[config.mk]
export PLATFORM = sky130hd
export DESIGN_NAME = mc_ctrl_fsm_hs
export DESIGN_NICKNAME = d
export VERILOG_FILES = /design/src/rtl/mc_ctrl_fsm_hs.sv
export SDC_FILE = /design/constraint.sdc
export NUM_CORES = 1
export LEC_CHECK = 0
export ABC_CLOCK_PERIOD_IN_PS = 2600
export CAP_MARGIN = 20
export CORE_ASPECT_RATIO = 0.7
export CORE_UTILIZATION = 50
export CTS_CLUSTER_DIAMETER = 100
export DETAILED_ROUTE_END_ITERATION = 7
export PLACE_DENSITY = 0.81
export SYNTH_ARGS = -nofsm -noshare
export SYNTH_HDL_FRONTEND = slang
export SYNTH_SLANG_ARGS = --single-unit
[constraint.sdc]
create_clock -name clk -period 2.6 [get_ports clk]
set_input_delay 0.52 -clock clk [delete_from_list [all_inputs] [get_ports clk]]
set_output_delay 0.52 -clock clk [all_outputs]
set_load 0.03 [all_outputs]
[src/rtl/mc_ctrl_fsm_hs.sv]
// Multicycle controller for the MIPS-like core: decodes op/funct into a 22-bit control word,
// handles memory wait states, bus timeouts, illegal-instruction and irq traps, and keeps counters.
module mc_ctrl_fsm_hs #(
    parameter int CNT_W       = 32,
    parameter int MEM_TIMEOUT = 16,
    parameter int IRQ_EN      = 1
) (
    input  logic             clk,
    input  logic             reset,
    input  logic [5:0]       op_in,
    input  logic [5:0]       funct_in,
    input  logic             alu_zero,
    input  logic             mem_ready,
    input  logic             irq,
    output logic [3:0]       state,
    output logic [21:0]      ctrl_out,
    output logic             mem_req,
    output logic             trap,
    output logic [1:0]       trap_cause,
    output logic             epc_write,
    output logic [CNT_W-1:0] retired,
    output logic [CNT_W-1:0] stall_cycles
);
    localparam logic [3:0] S_FETCH  = 4'd0,  S_DECODE = 4'd1,  S_ADDR  = 4'd2,  S_MEMRD = 4'd3;
    localparam logic [3:0] S_WBLD   = 4'd4,  S_BRANCH = 4'd5,  S_MEMWR = 4'd6,  S_EXEC  = 4'd7;
    localparam logic [3:0] S_WBALU  = 4'd8,  S_SHXOR  = 4'd9,  S_DX1   = 4'd10, S_DX2   = 4'd11;
    localparam logic [3:0] S_DXWB   = 4'd12, S_TRAP   = 4'd13;

    localparam logic [5:0] F_ADD = 6'b100000, F_SUB = 6'b100001, F_AND = 6'b100100, F_OR = 6'b100101;
    localparam logic [5:0] F_XOR = 6'b100110, F_NOR = 6'b100111, F_ROT = 6'b000000, F_SLL = 6'b000001;
    localparam logic [5:0] F_SRL = 6'b000010, F_SRA = 6'b000011, F_JR = 6'b001000, F_SYS = 6'b001100;
    localparam logic [5:0] F_SLXOR = 6'b101001, F_SRXOR = 6'b101010, F_DXOR = 6'b110010, F_SLT = 6'b111000;

    localparam logic [5:0] OP_R    = 6'b000000, OP_ADDI = 6'b001000, OP_SUBI = 6'b001001, OP_SLTI = 6'b001011;
    localparam logic [5:0] OP_ANDI = 6'b001100, OP_ORI  = 6'b001101, OP_XORI = 6'b001110, OP_LW   = 6'b100011;
    localparam logic [5:0] OP_SW   = 6'b101011, OP_BEQ  = 6'b000100, OP_BNE  = 6'b000101, OP_J    = 6'b000010;
    localparam logic [5:0] OP_JAL  = 6'b000011;

    // Wait counter only needs to reach MEM_TIMEOUT-1; it saturates when the timeout is disabled.
    localparam int              WC_W     = (MEM_TIMEOUT > 2) ? $clog2(MEM_TIMEOUT) : 1;
    localparam logic [WC_W-1:0] WC_LIMIT = WC_W'((MEM_TIMEOUT > 0) ? MEM_TIMEOUT - 1 : 0);
    localparam logic [WC_W-1:0] WC_MAX   = '1;

    logic [3:0]       r_state;
    logic [3:0]       w_next;
    logic [1:0]       w_cause;
    logic [WC_W-1:0]  r_wait;
    logic [1:0]       r_cause;
    logic [CNT_W-1:0] r_retired;
    logic [CNT_W-1:0] r_stall;

    logic w_f_arith, w_f_logic, w_f_shift, w_f_rot, w_f_shx, w_f_slt, w_f_jr, w_f_sys, w_f_dx, w_f_legal;
    logic w_o_arith, w_o_logic, w_o_slti, w_o_lw, w_o_sw, w_o_beq, w_o_bne, w_o_j, w_o_jal, w_o_legal;
    logic w_is_r, w_illegal, w_jr, w_sys, w_dx, w_shx, w_branch;
    logic w_irq_take, w_mem_wait, w_timeout;

    always_comb begin : decode_funct
        w_f_arith = 1'b0; w_f_logic = 1'b0; w_f_shift = 1'b0; w_f_rot = 1'b0; w_f_shx = 1'b0;
        w_f_slt   = 1'b0; w_f_jr    = 1'b0; w_f_sys   = 1'b0; w_f_dx  = 1'b0;
        case (funct_in)
            F_ADD, F_SUB:                w_f_arith = 1'b1;
            F_AND, F_OR, F_XOR, F_NOR:   w_f_logic = 1'b1;
            F_ROT:                       w_f_rot   = 1'b1;
            F_SLL, F_SRL, F_SRA:         w_f_shift = 1'b1;
            F_SLXOR, F_SRXOR:            w_f_shx   = 1'b1;
            F_SLT:                       w_f_slt   = 1'b1;
            F_JR:                        w_f_jr    = 1'b1;
            F_SYS:                       w_f_sys   = 1'b1;
            F_DXOR:                      w_f_dx    = 1'b1;
            default: ;
        endcase
        w_f_legal = w_f_arith | w_f_logic | w_f_rot | w_f_shift | w_f_shx | w_f_slt | w_f_jr | w_f_sys | w_f_dx;
    end

    always_comb begin : decode_op
        w_o_arith = 1'b0; w_o_logic = 1'b0; w_o_slti = 1'b0; w_o_lw = 1'b0; w_o_sw = 1'b0;
        w_o_beq   = 1'b0; w_o_bne   = 1'b0; w_o_j    = 1'b0; w_o_jal = 1'b0;
        case (op_in)
            OP_ADDI, OP_SUBI:          w_o_arith = 1'b1;
            OP_ANDI, OP_ORI, OP_XORI:  w_o_logic = 1'b1;
            OP_SLTI:                   w_o_slti  = 1'b1;
            OP_LW:                     w_o_lw    = 1'b1;
            OP_SW:                     w_o_sw    = 1'b1;
            OP_BEQ:                    w_o_beq   = 1'b1;
            OP_BNE:                    w_o_bne   = 1'b1;
            OP_J:                      w_o_j     = 1'b1;
            OP_JAL:                    w_o_jal   = 1'b1;
            default: ;
        endcase
        w_o_legal = w_o_arith | w_o_logic | w_o_slti | w_o_lw | w_o_sw | w_o_beq | w_o_bne | w_o_j | w_o_jal;
    end

    assign w_is_r    = (op_in == OP_R);
    assign w_illegal = w_is_r ? !w_f_legal : !w_o_legal;
    assign w_jr      = w_is_r & w_f_jr;
    assign w_sys     = w_is_r & w_f_sys;
    assign w_dx      = w_is_r & w_f_dx;
    assign w_shx     = w_is_r & w_f_shx;
    assign w_branch  = w_jr | w_sys | w_o_beq | w_o_bne;

    // An irq is only taken on the first FETCH cycle, before memory is requested.
    assign w_irq_take = (IRQ_EN != 0) && irq && (r_state == S_FETCH) && (r_wait == '0);
    assign w_mem_wait = mem_req && !mem_ready;
    assign w_timeout  = (MEM_TIMEOUT > 0) && w_mem_wait && (r_wait == WC_LIMIT);

    always_ff @(posedge clk or posedge reset) begin : state_reg
        if (reset) r_state <= S_FETCH;
        else       r_state <= w_next;
    end

    always_comb begin : next_state
        w_next  = r_state;
        w_cause = 2'b00;
        case (r_state)
            S_FETCH: begin
                if (w_irq_take)     begin w_next = S_TRAP; w_cause = 2'b11; end
                else if (mem_ready) w_next = S_DECODE;
                else if (w_timeout) begin w_next = S_TRAP; w_cause = 2'b10; end
            end
            S_DECODE: begin
                if (w_illegal)                begin w_next = S_TRAP; w_cause = 2'b01; end
                else if (w_o_j || w_o_jal)    w_next = S_FETCH;
                else if (w_dx)                w_next = S_DX1;
                else if (w_o_lw || w_o_sw)    w_next = S_ADDR;
                else if (w_branch)            w_next = S_BRANCH;
                else                          w_next = S_EXEC;
            end
            S_ADDR:   w_next = w_o_lw ? S_MEMRD : S_MEMWR;
            S_MEMRD: begin
                if (mem_ready)      w_next = S_WBLD;
                else if (w_timeout) begin w_next = S_TRAP; w_cause = 2'b10; end
            end
            S_MEMWR: begin
                if (mem_ready)      w_next = S_FETCH;
                else if (w_timeout) begin w_next = S_TRAP; w_cause = 2'b10; end
            end
            S_EXEC:   w_next = w_shx ? S_SHXOR : S_WBALU;
            S_SHXOR:  w_next = S_WBALU;
            S_DX1:    w_next = S_DX2;
            S_DX2:    w_next = S_DXWB;
            default:  w_next = S_FETCH;
        endcase
    end

    always_comb begin : outputs
        ctrl_out  = '0;
        mem_req   = 1'b0;
        trap      = 1'b0;
        epc_write = 1'b0;
        case (r_state)
            S_FETCH: begin
                if (!w_irq_take) begin
                    ctrl_out[16]    = 1'b1;
                    ctrl_out[20:19] = 2'b11;
                    mem_req         = 1'b1;
                    if (mem_ready) begin
                        ctrl_out[14] = 1'b1;
                        ctrl_out[18] = 1'b1;
                    end
                end
            end
            S_DECODE: begin
                ctrl_out[5:4] = 2'b11;
                if (!w_illegal && (w_o_j || w_o_jal)) ctrl_out[18] = 1'b1;
                if (!w_illegal && w_o_jal) begin
                    ctrl_out[13]    = 1'b1;
                    ctrl_out[12:11] = 2'b10;
                    ctrl_out[10]    = 1'b1;
                end
            end
            S_ADDR: begin
                ctrl_out[7:6] = 2'b01;
                ctrl_out[5:4] = 2'b10;
            end
            S_MEMRD: begin
                ctrl_out[17] = 1'b1;
                ctrl_out[16] = 1'b1;
                mem_req      = 1'b1;
            end
            S_WBLD: begin
                ctrl_out[13] = 1'b1;
                ctrl_out[16] = 1'b1;
            end
            S_MEMWR: begin
                ctrl_out[17] = 1'b1;
                ctrl_out[15] = 1'b1;
                mem_req      = 1'b1;
            end
            S_BRANCH: begin
                if (w_jr) begin
                    ctrl_out[20:19] = 2'b01;
                    ctrl_out[18]    = 1'b1;
                end else if (w_sys) begin
                    ctrl_out[21] = 1'b1;
                    ctrl_out[18] = 1'b1;
                end else begin
                    ctrl_out[20:19] = 2'b10;
                    ctrl_out[18]    = w_o_beq ? alu_zero : !alu_zero;
                end
            end
            S_EXEC: begin
                ctrl_out[7:6] = 2'b01;
                if (w_is_r) begin
                    ctrl_out[5:4] = (w_f_rot || w_f_arith || w_f_logic || w_f_slt) ? 2'b01 : 2'b10;
                    ctrl_out[3:2] = w_f_slt ? 2'b01 : funct_in[1:0];
                    if (w_f_logic)                               ctrl_out[1:0] = 2'b01;
                    else if (w_f_shift || w_f_rot || w_f_shx)    ctrl_out[1:0] = 2'b10;
                    else if (w_f_slt)                            ctrl_out[1:0] = 2'b11;
                end else begin
                    ctrl_out[5:4] = 2'b10;
                    ctrl_out[3:2] = w_o_slti ? 2'b01 : op_in[1:0];
                    if (w_o_logic)     ctrl_out[1:0] = 2'b01;
                    else if (w_o_slti) ctrl_out[1:0] = 2'b11;
                end
            end
            S_SHXOR: begin
                ctrl_out[7:6] = 2'b10;
                ctrl_out[5:4] = 2'b01;
                ctrl_out[3:2] = 2'b10;
                ctrl_out[1:0] = 2'b01;
            end
            S_WBALU: begin
                ctrl_out[13]    = 1'b1;
                ctrl_out[10]    = 1'b1;
                ctrl_out[12:11] = w_is_r ? 2'b01 : 2'b00;
            end
            S_DX1, S_DX2: begin
                ctrl_out[9:8] = 2'b11;
                ctrl_out[7:6] = 2'b01;
                ctrl_out[5:4] = 2'b01;
                ctrl_out[3:2] = 2'b10;
                ctrl_out[1:0] = 2'b01;
                if (r_state == S_DX2) begin
                    ctrl_out[13] = 1'b1;
                    ctrl_out[10] = 1'b1;
                end
            end
            S_DXWB: begin
                ctrl_out[13]    = 1'b1;
                ctrl_out[12:11] = 2'b11;
                ctrl_out[10]    = 1'b1;
            end
            S_TRAP: begin
                trap         = 1'b1;
                epc_write    = 1'b1;
                ctrl_out[21] = 1'b1;
                ctrl_out[18] = 1'b1;
            end
            default: ;
        endcase
    end

    // Wait counter restarts whenever the access completes or the FSM moves on.
    always_ff @(posedge clk or posedge reset) begin : wait_and_counters
        if (reset) begin
            r_wait    <= '0;
            r_cause   <= 2'b00;
            r_retired <= '0;
            r_stall   <= '0;
        end else begin
            if ((w_next != r_state) || mem_ready)    r_wait <= '0;
            else if (w_mem_wait && (r_wait != WC_MAX)) r_wait <= r_wait + WC_W'(1);
            if ((w_next == S_TRAP) && (r_state != S_TRAP)) r_cause <= w_cause;
            if ((w_next == S_FETCH) && (r_state != S_FETCH) && (r_state != S_TRAP))
                r_retired <= r_retired + CNT_W'(1);
            if (w_mem_wait) r_stall <= r_stall + CNT_W'(1);
        end
    end

    assign state        = r_state;
    assign trap_cause   = r_cause;
    assign retired      = r_retired;
    assign stall_cycles = r_stall;
endmodule

==> flow_metrics.env, run 1 <==
export IMPL_final_cell_mix="buf_4 (102), clkdlybuf4s50_1 (73), dfrtp_1 (70)"
export IMPL_powerDensity_mw_per_mm2=874.4
export IMPL_hold_path_class="reg2reg"
export IMPL_synth_edf_count=0
export IMPL_status="complete, but fails checks"
export IMPL_cp_start_kind="primary input"
export IMPL_finalWorstSetupSlack_ns=-0.07931
export IMPL_routed_via_density=6.031
export IMPL_place_congestion=1.020
export IMPL_crit_fanout=7
export IMPL_whs_endpoint="retired[31]$_DFFE_PP0P_"
export IMPL_nFillCells=550
export IMPL_clock_sinks=74
export IMPL_synth_nets=524
export IMPL_path_common_cell="buf_4"
export IMPL_setup_viol=23
export IMPL_ys_warn_count=0
export IMPL_cts_buffers_inserted=9
export IMPL_cts_tree="built"
export IMPL_grt_pass1_wl_um=22780
export IMPL_crit_chain="buf_2, buf_6, buf_4, nor2b_1, o41ai_2, o21ai_0, nand3b_1, nor4b_4, buf_12, buf_4, nand4_1, xnor2_1"
export IMPL_fp_dieH_um=82.40
export IMPL_fmax_mhz=373.2
export IMPL_fin_crit_ns=2.679
export IMPL_required_ns=2.82
export IMPL_numPortBuffers=111
export IMPL_grt_overflow=0
export IMPL_finish_instance_area_sq_mm=0.007039
export IMPL_grt_pass1_vias=4456
export IMPL_grt_max_degree=35
export IMPL_regArea_sq_mm=0.001857
export IMPL_cts_buffer_depth=2
export IMPL_ant_nets=0
export IMPL_place_ws_ns=-0.6232
export IMPL_grt_usage_pct=31.41
export IMPL_clockRootBuffer="clkbuf_16"
export IMPL_crit_buf_inv=5
export IMPL_violations="negative setup slack"
export IMPL_syn_avg_cell_area_sq_um=9.179
export IMPL_final_common_cell="buf_4"
export IMPL_synthArstFlopShare_pct=100.0
export IMPL_antenna_found_initial=0
export IMPL_period_share_pct=103.1
export IMPL_timing_hold_violations_final=0
export IMPL_antenna_cells=0
export IMPL_min_path_cells=1
export IMPL_wl_per_cell_um=18.60
export IMPL_crit_path_max_incr_delay_ns=0.41
export IMPL_peakVddDrop_v=0.0007039
export IMPL_rrSetupSlack_ns=0.04
export IMPL_clk_pin_slew_worst_paths_ns=0.06
export IMPL_multi_input_area_sq_mm=0.002704
export IMPL_min_delay_start="retired[31]$_DFFE_PP0P_"
export IMPL_start_util_pct=53.14
export IMPL_grt_setup_unrepaired="true"
export IMPL_crit_start="op_in[5]"
export IMPL_cap_viol_max_count=0
export IMPL_num_vias=4903
export IMPL_crit_path_end_kind="register"
export IMPL_syn_inst=503
export IMPL_ys_ff_latch=74
export IMPL_fp_row_count=28
export IMPL_crit_family="simple AND/OR/NAND/NOR gates"
export IMPL_ys_flop_type="dfrtp_1"
export IMPL_ys_types=68
export IMPL_cp_arrival_ns=2.90
export IMPL_ys_seq_area_share_pct=40.11
export IMPL_synthToLayoutAreaGrowth_pct=52.47
export IMPL_wl_um=15120
export IMPL_htreeDepth=3
export IMPL_clkLatencyLatePin_ns=0.33
export IMPL_synthesis_area_sq_mm=0.004617
export IMPL_ys_top_cells_by_area="dfrtp_1 (40%), xnor2_1 (12%), nand4_1 (5.8%), and3_1 (3.4%), nand3_1 (3.3%)"
export IMPL_pin_count=112
export IMPL_maxSlewHeadroom_pct=51.23
export IMPL_drive_gt1_share_pct=27.71
export IMPL_synth_top_area_share_pct=40.11
export IMPL_tightest_slew_ns=0.7305
export IMPL_finalNetCount=709
export IMPL_slew_viol_final=0
export IMPL_reg2reg_from="state[3]$_DFF_PP0_"
export IMPL_rr_worst_depth=7
export IMPL_die_w_um=116.9
export IMPL_skew_ns=0.005209
export IMPL_leakage_nw=3.068
export IMPL_timing_rr_end="trap_cause[0]$_DFFE_PP0P_"
export IMPL_core_area_sq_mm=0.008688
export IMPL_placed_area_sq_mm=0.006379
export IMPL_worstSetupPathType="in2reg"
export IMPL_dieArea_sq_mm=0.009628
export IMPL_crit_slowest_cell="o41ai_2"
export IMPL_drc=0
export IMPL_dpl_hpwl_um=10280
export IMPL_synth_area_leader_cell="dfrtp_1"
export IMPL_drtIter0Drc=572
export IMPL_drt_first_pass_iters=5
logic make-up after synthesis:
family,count (synthesis),synth area share (%)
buf+inv,52,5.013
compound gates,59,8.266
simple gates,243,31.92
mux,3,0.7046
fa+ha+maj,4,1.084
xor+xnor,68,12.90
flops,74,40.11
per-layer routing:
| layer | global-route usage (%) | wire [um] | share of wire [%] |
|---|---|---|---|
| met1 | 44.55 | 6633 | 44 |
| met2 | 47.63 | 6710 | 44 |
| met3 | 9.489 | 1538 | 10 |
| met4 | 6.203 | 241 | 1.6 |
| met5 | 0 | 0 | 0 |
Yosys cell counts, drive strengths merged, types with 2 or more instances:
master   n
nor3b    2
nor2b    7
nor3    24
xnor2   61
and4     7
o21ai   17
nand2b   3
nand3   30
and3    25
mux2     2
dfrtp   74
a31oi    4
or3      4
nand4   43
xor2     7
or3b     2
buf     18
nor4b    6
nand2   31
or2      2
a21oi   18
ha       4
o21a     2
and2     7
clkbuf  18
o41ai    2
a211oi   2
nor4bb   4
or4      3
nand3b   3
nor2    30
nor4     4
o22ai    2
inv     16
or4b     2
stage by stage:
| stage | TNS (ns) | power (mW) | hold slack [ns] | utilization, % | cells |
|---|---|---|---|---|---|
| floorplan | -0.05655 | 3.088 | 0.4504 | - | 503 |
| global placement | -18.27 | 4.294 | 0.4610 | 73.42 | 779 |
| detailed placement | -22.97 | 4.354 | 0.4666 | 73.42 | 779 |
| CTS | 0 | 5.902 | 0.4743 | 79.59 | 805 |
| global route | -2.308 | 6.397 | 0.5116 | 81.02 | 813 |
| finish | -0.8729 | 6.155 | 0.4709 | 81.02 | 813 |
worst reg2reg max path, stage by stage, from the launching register on:
cell      delay, ns
dfrtp_2        0.51
or4b_1         0.64
a21o_1         0.22
o21ai_0        0.13
nand3b_1       0.26
buf_4          0.16
nand4b_1       0.17
a221o_1        0.34
report_power, final:
part           switching, mW  total [mW]  internal, mW  leakage, nW
clock network          0.467        1.53          1.06        0.180
registers              0.224        1.50          1.28        0.990
logic                   1.73        3.13          1.40         1.90
timing repair:
action	in CTS	in global routing
resized for setup	77	21
setup endpoints to repair	53	31
hold buffers	0	0
gates cloned	0	1
buffers inserted	10	7
pin swaps	14	12
cell type report:
type / count / area share (%)
Clock inverter: 5 / 1.777
Inverter: 16 / 0.8532
Sequential cell: 74 / 26.38
Multi-Input combinational cell: 377 / 38.41
Clock buffer: 11 / 3.448
Timing Repair Buffer: 210 / 27.00
Tap cell: 120 / 2.133
worst max path at each step:
stage,endpoint,slack (ns),cells past startpoint
after CTS,ctrl_out[0],0.002,6
after detailed placement,retired[18]$_DFFE_PP0P_,-0.62,10
after global routing,retired[28]$_DFFE_PP0P_,-0.15,12
after global placement,ctrl_out[20],-0.50,7
final,retired[24]$_DFFE_PP0P_,-0.08,12
after floorplan,ctrl_out[0],-0.05,5
Power figures use the tool's default switching activity.
==> run 2, diff against run 1 <==
--- a/config.mk
+++ b/config.mk
@@ -5,7 +5,7 @@
 export SDC_FILE = /design/constraint.sdc
 export NUM_CORES = 1
 export LEC_CHECK = 0
-export ABC_CLOCK_PERIOD_IN_PS = 2600
+export ABC_CLOCK_PERIOD_IN_PS = 2500
 export CAP_MARGIN = 20
 export CORE_ASPECT_RATIO = 0.7
 export CORE_UTILIZATION = 50
==> constraint.sdc (replaced) <==
create_clock -name clk -period 2.5 [get_ports clk]
set_input_delay 0.5 -clock clk [delete_from_list [all_inputs] [get_ports clk]]
set_output_delay 0.5 -clock clk [all_outputs]
set_load 0.03 [all_outputs]
==> run 2 against run 1 <==
Against the previous run: the flow still finishes with violations (negative setup slack); clock skew rose by 0.0012 ns; first-iteration DRC count down 4.0%; critical path depth decreased by 5; wire length is 5.5% higher; power rose by 4.8%; final cell count grew 0.25%; clock power is 9.8% lower; largest cell class unchanged.
==> flow_metrics.env, run 2 (same netlist as run 1, synthesis figures left out) <==
export IMPL_status="complete, but fails checks"
export IMPL_violations="negative setup slack"
export IMPL_leakage_nw=3.082
export IMPL_required_ns=2.00
export IMPL_fin_crit_ns=2.551
export IMPL_crit_fanout=5
export IMPL_antenna_cells=0
export IMPL_final_cell_mix="buf_4 (104), clkdlybuf4s50_1 (73), dfrtp_1 (71)"
export IMPL_place_congestion=1.006
export IMPL_synthToLayoutAreaGrowth_pct=53.74
export IMPL_crit_family="buffers and inverters"
export IMPL_drt_first_pass_iters=5
export IMPL_final_common_cell="buf_4"
export IMPL_tightest_slew_ns=0.4561
export IMPL_clockRootBuffer="clkbuf_16"
export IMPL_skew_ns=0.006438
export IMPL_fin_cells=815
export IMPL_dp_cells=779
export IMPL_hold_path_class="reg2reg"
export IMPL_p_int_mw=3.811
export IMPL_postCtsHoldBufs=0
export IMPL_clkLatencyLatePin_ns=0.34
export IMPL_cts_buffer_depth=2
export IMPL_start_util_pct=53.14
export IMPL_clk_pin_slew_worst_paths_ns=0.06
export IMPL_pwr_share_comb_pct=54.8
export IMPL_regArea_sq_mm=0.001856
export IMPL_crit_chain="buf_4, nor4_4, buf_4, and3_1, a21oi_1, o21ai_1, buf_4"
export IMPL_fmax_mhz=392.1
export IMPL_utilization_pct=81.70
export IMPL_wl_per_cell_um=19.59
export IMPL_rrSetupSlack_ns=-0.04
export IMPL_num_vias=5054
export IMPL_slew_viol_final=0
export IMPL_grt_setup_unrepaired="true"
export IMPL_worstSetupPathType="reg2out"
export IMPL_fp_row_count=28
export IMPL_grt_usage_pct=31.65
export IMPL_dieArea_sq_mm=0.009628
export IMPL_crit_cells=7
export IMPL_drive_gt1_share_pct=29.50
export IMPL_whs_endpoint="stall_cycles[31]$_DFFE_PP0P_"
export IMPL_maxSlewHeadroom_pct=69.31
export IMPL_ant_nets=0
export IMPL_multi_input_area_sq_mm=0.002795
export IMPL_cp_start_kind="register"
export IMPL_peakVddDrop_v=0.0008729
export IMPL_core_area_sq_mm=0.008688
export IMPL_seq_power_share_pct=23.8
export IMPL_pin_count=112
export IMPL_cts_tree="built"
export IMPL_htreeDepth=3
export IMPL_cap_viol_max_count=0
export IMPL_wl_um=15960
export IMPL_reg2reg_from="state[3]$_DFF_PP0_"
export IMPL_powerDensity_mw_per_mm2=909.1
export IMPL_rr_worst_depth=10
export IMPL_min_path_cells=1
export IMPL_min_delay_start="stall_cycles[31]$_DFFE_PP0P_"
export IMPL_nFillCells=527
export IMPL_crit_slowest_cell="dfrtp_1"
export IMPL_fp_dieH_um=82.40
export IMPL_power_frac_clock_pct=21.4
export IMPL_cp_arrival_ns=2.05
export IMPL_finalWorstSetupSlack_ns=-0.05055
export IMPL_die_w_um=116.9
export IMPL_grt_max_degree=75
export IMPL_place_ws_ns=-0.6722
export IMPL_period_share_pct=102.0
export IMPL_cts_buffers_inserted=9
export IMPL_routed_via_density=6.201
export IMPL_antenna_found_initial=0
export IMPL_timing_rr_end="trap_cause[0]$_DFFE_PP0P_"
export IMPL_crit_buf_inv=3
export IMPL_finalNetCount=711
export IMPL_drc=0
export IMPL_dpl_hpwl_um=10390
export IMPL_setup_viol=3
export IMPL_grt_pass1_wl_um=23240
export IMPL_crit_path_max_incr_delay_ns=0.45
export IMPL_timing_hold_violations_final=0
export IMPL_grt_pass1_vias=4625
export IMPL_drtIter0Drc=549
export IMPL_crit_path_end_kind="output port"
export IMPL_grt_overflow=0
export IMPL_path_common_cell="buf_4"
export IMPL_finalHoldWorstSlack_ns=0.4770
export IMPL_p_sw_share_pct=40.95
export IMPL_p_sw_mw=2.642
export IMPL_clock_sinks=74
export IMPL_numPortBuffers=111
[run 2: repair_timing]
item / CTS / global route
pin swaps: 14 / 24
setup buffers: 11 / 9
cloned: 0 / 1
gates resized for setup: 79 / 50
setup endpoints to repair: 51 / 50
hold endpoints to repair: 0 / 0
[run 2: layout make-up]
| cell class | instances | share of cell area, % |
|---|---|---|
| Clock buffer | 11 | 3.420 |
| Multi-Input combinational cell | 377 | 39.38 |
| Clock inverter | 5 | 1.093 |
| Sequential cell | 74 | 26.14 |
| Timing Repair Buffer | 212 | 27.01 |
| Inverter | 16 | 0.8461 |
| Tap cell | 120 | 2.115 |
[run 2: worst max-delay path by stage]
| stage | startpoint | to |
|---|---|---|
| after floorplan | funct_in[0] | ctrl_out[0] |
| after global placement | op_in[2] | ctrl_out[20] |
| after detailed placement | funct_in[4] | ctrl_out[5] |
| after CTS | funct_in[4] | ctrl_out[5] |
| after global routing | state[3]$_DFF_PP0_ | trap_cause[0]$_DFFE_PP0P_ |
| final | state[3]$_DFF_PP0_ | ctrl_out[18] |
[run 2: per-layer routing]
metal	share of wire [%]	track usage, %	vias up
met5	0	0	-
met4	1.3	6.076	0
met2	46	49.76	360
met3	10	7.153	37
met1	42	45.00	2468
li1	-	-	2189
[run 2: power groups by stage]
stage	sequential, mW	clock, mW	combinational [mW]
2_1_floorplan	1.68	0	1.54
3_3_place_gp	1.52	0	2.96
3_5_place_dp	1.53	0	3.04
4_1_cts	1.51	1.39	3.11
5_1_grt	1.55	1.43	3.72
6_report	1.54	1.38	3.54
[run 2: metrics by stage]
step / setup TNS (ns) / area [sq um] / power, mW
2_1_floorplan: -0.1217 / 4647 / 3.214
3_3_place_gp: -20.69 / 6361 / 4.482
3_5_place_dp: -23.88 / 6361 / 4.568
4_1_cts: -0.008763 / 6875 / 6.008
5_1_grt: -0.9165 / 7098 / 6.705
6_report: -0.1065 / 7098 / 6.453
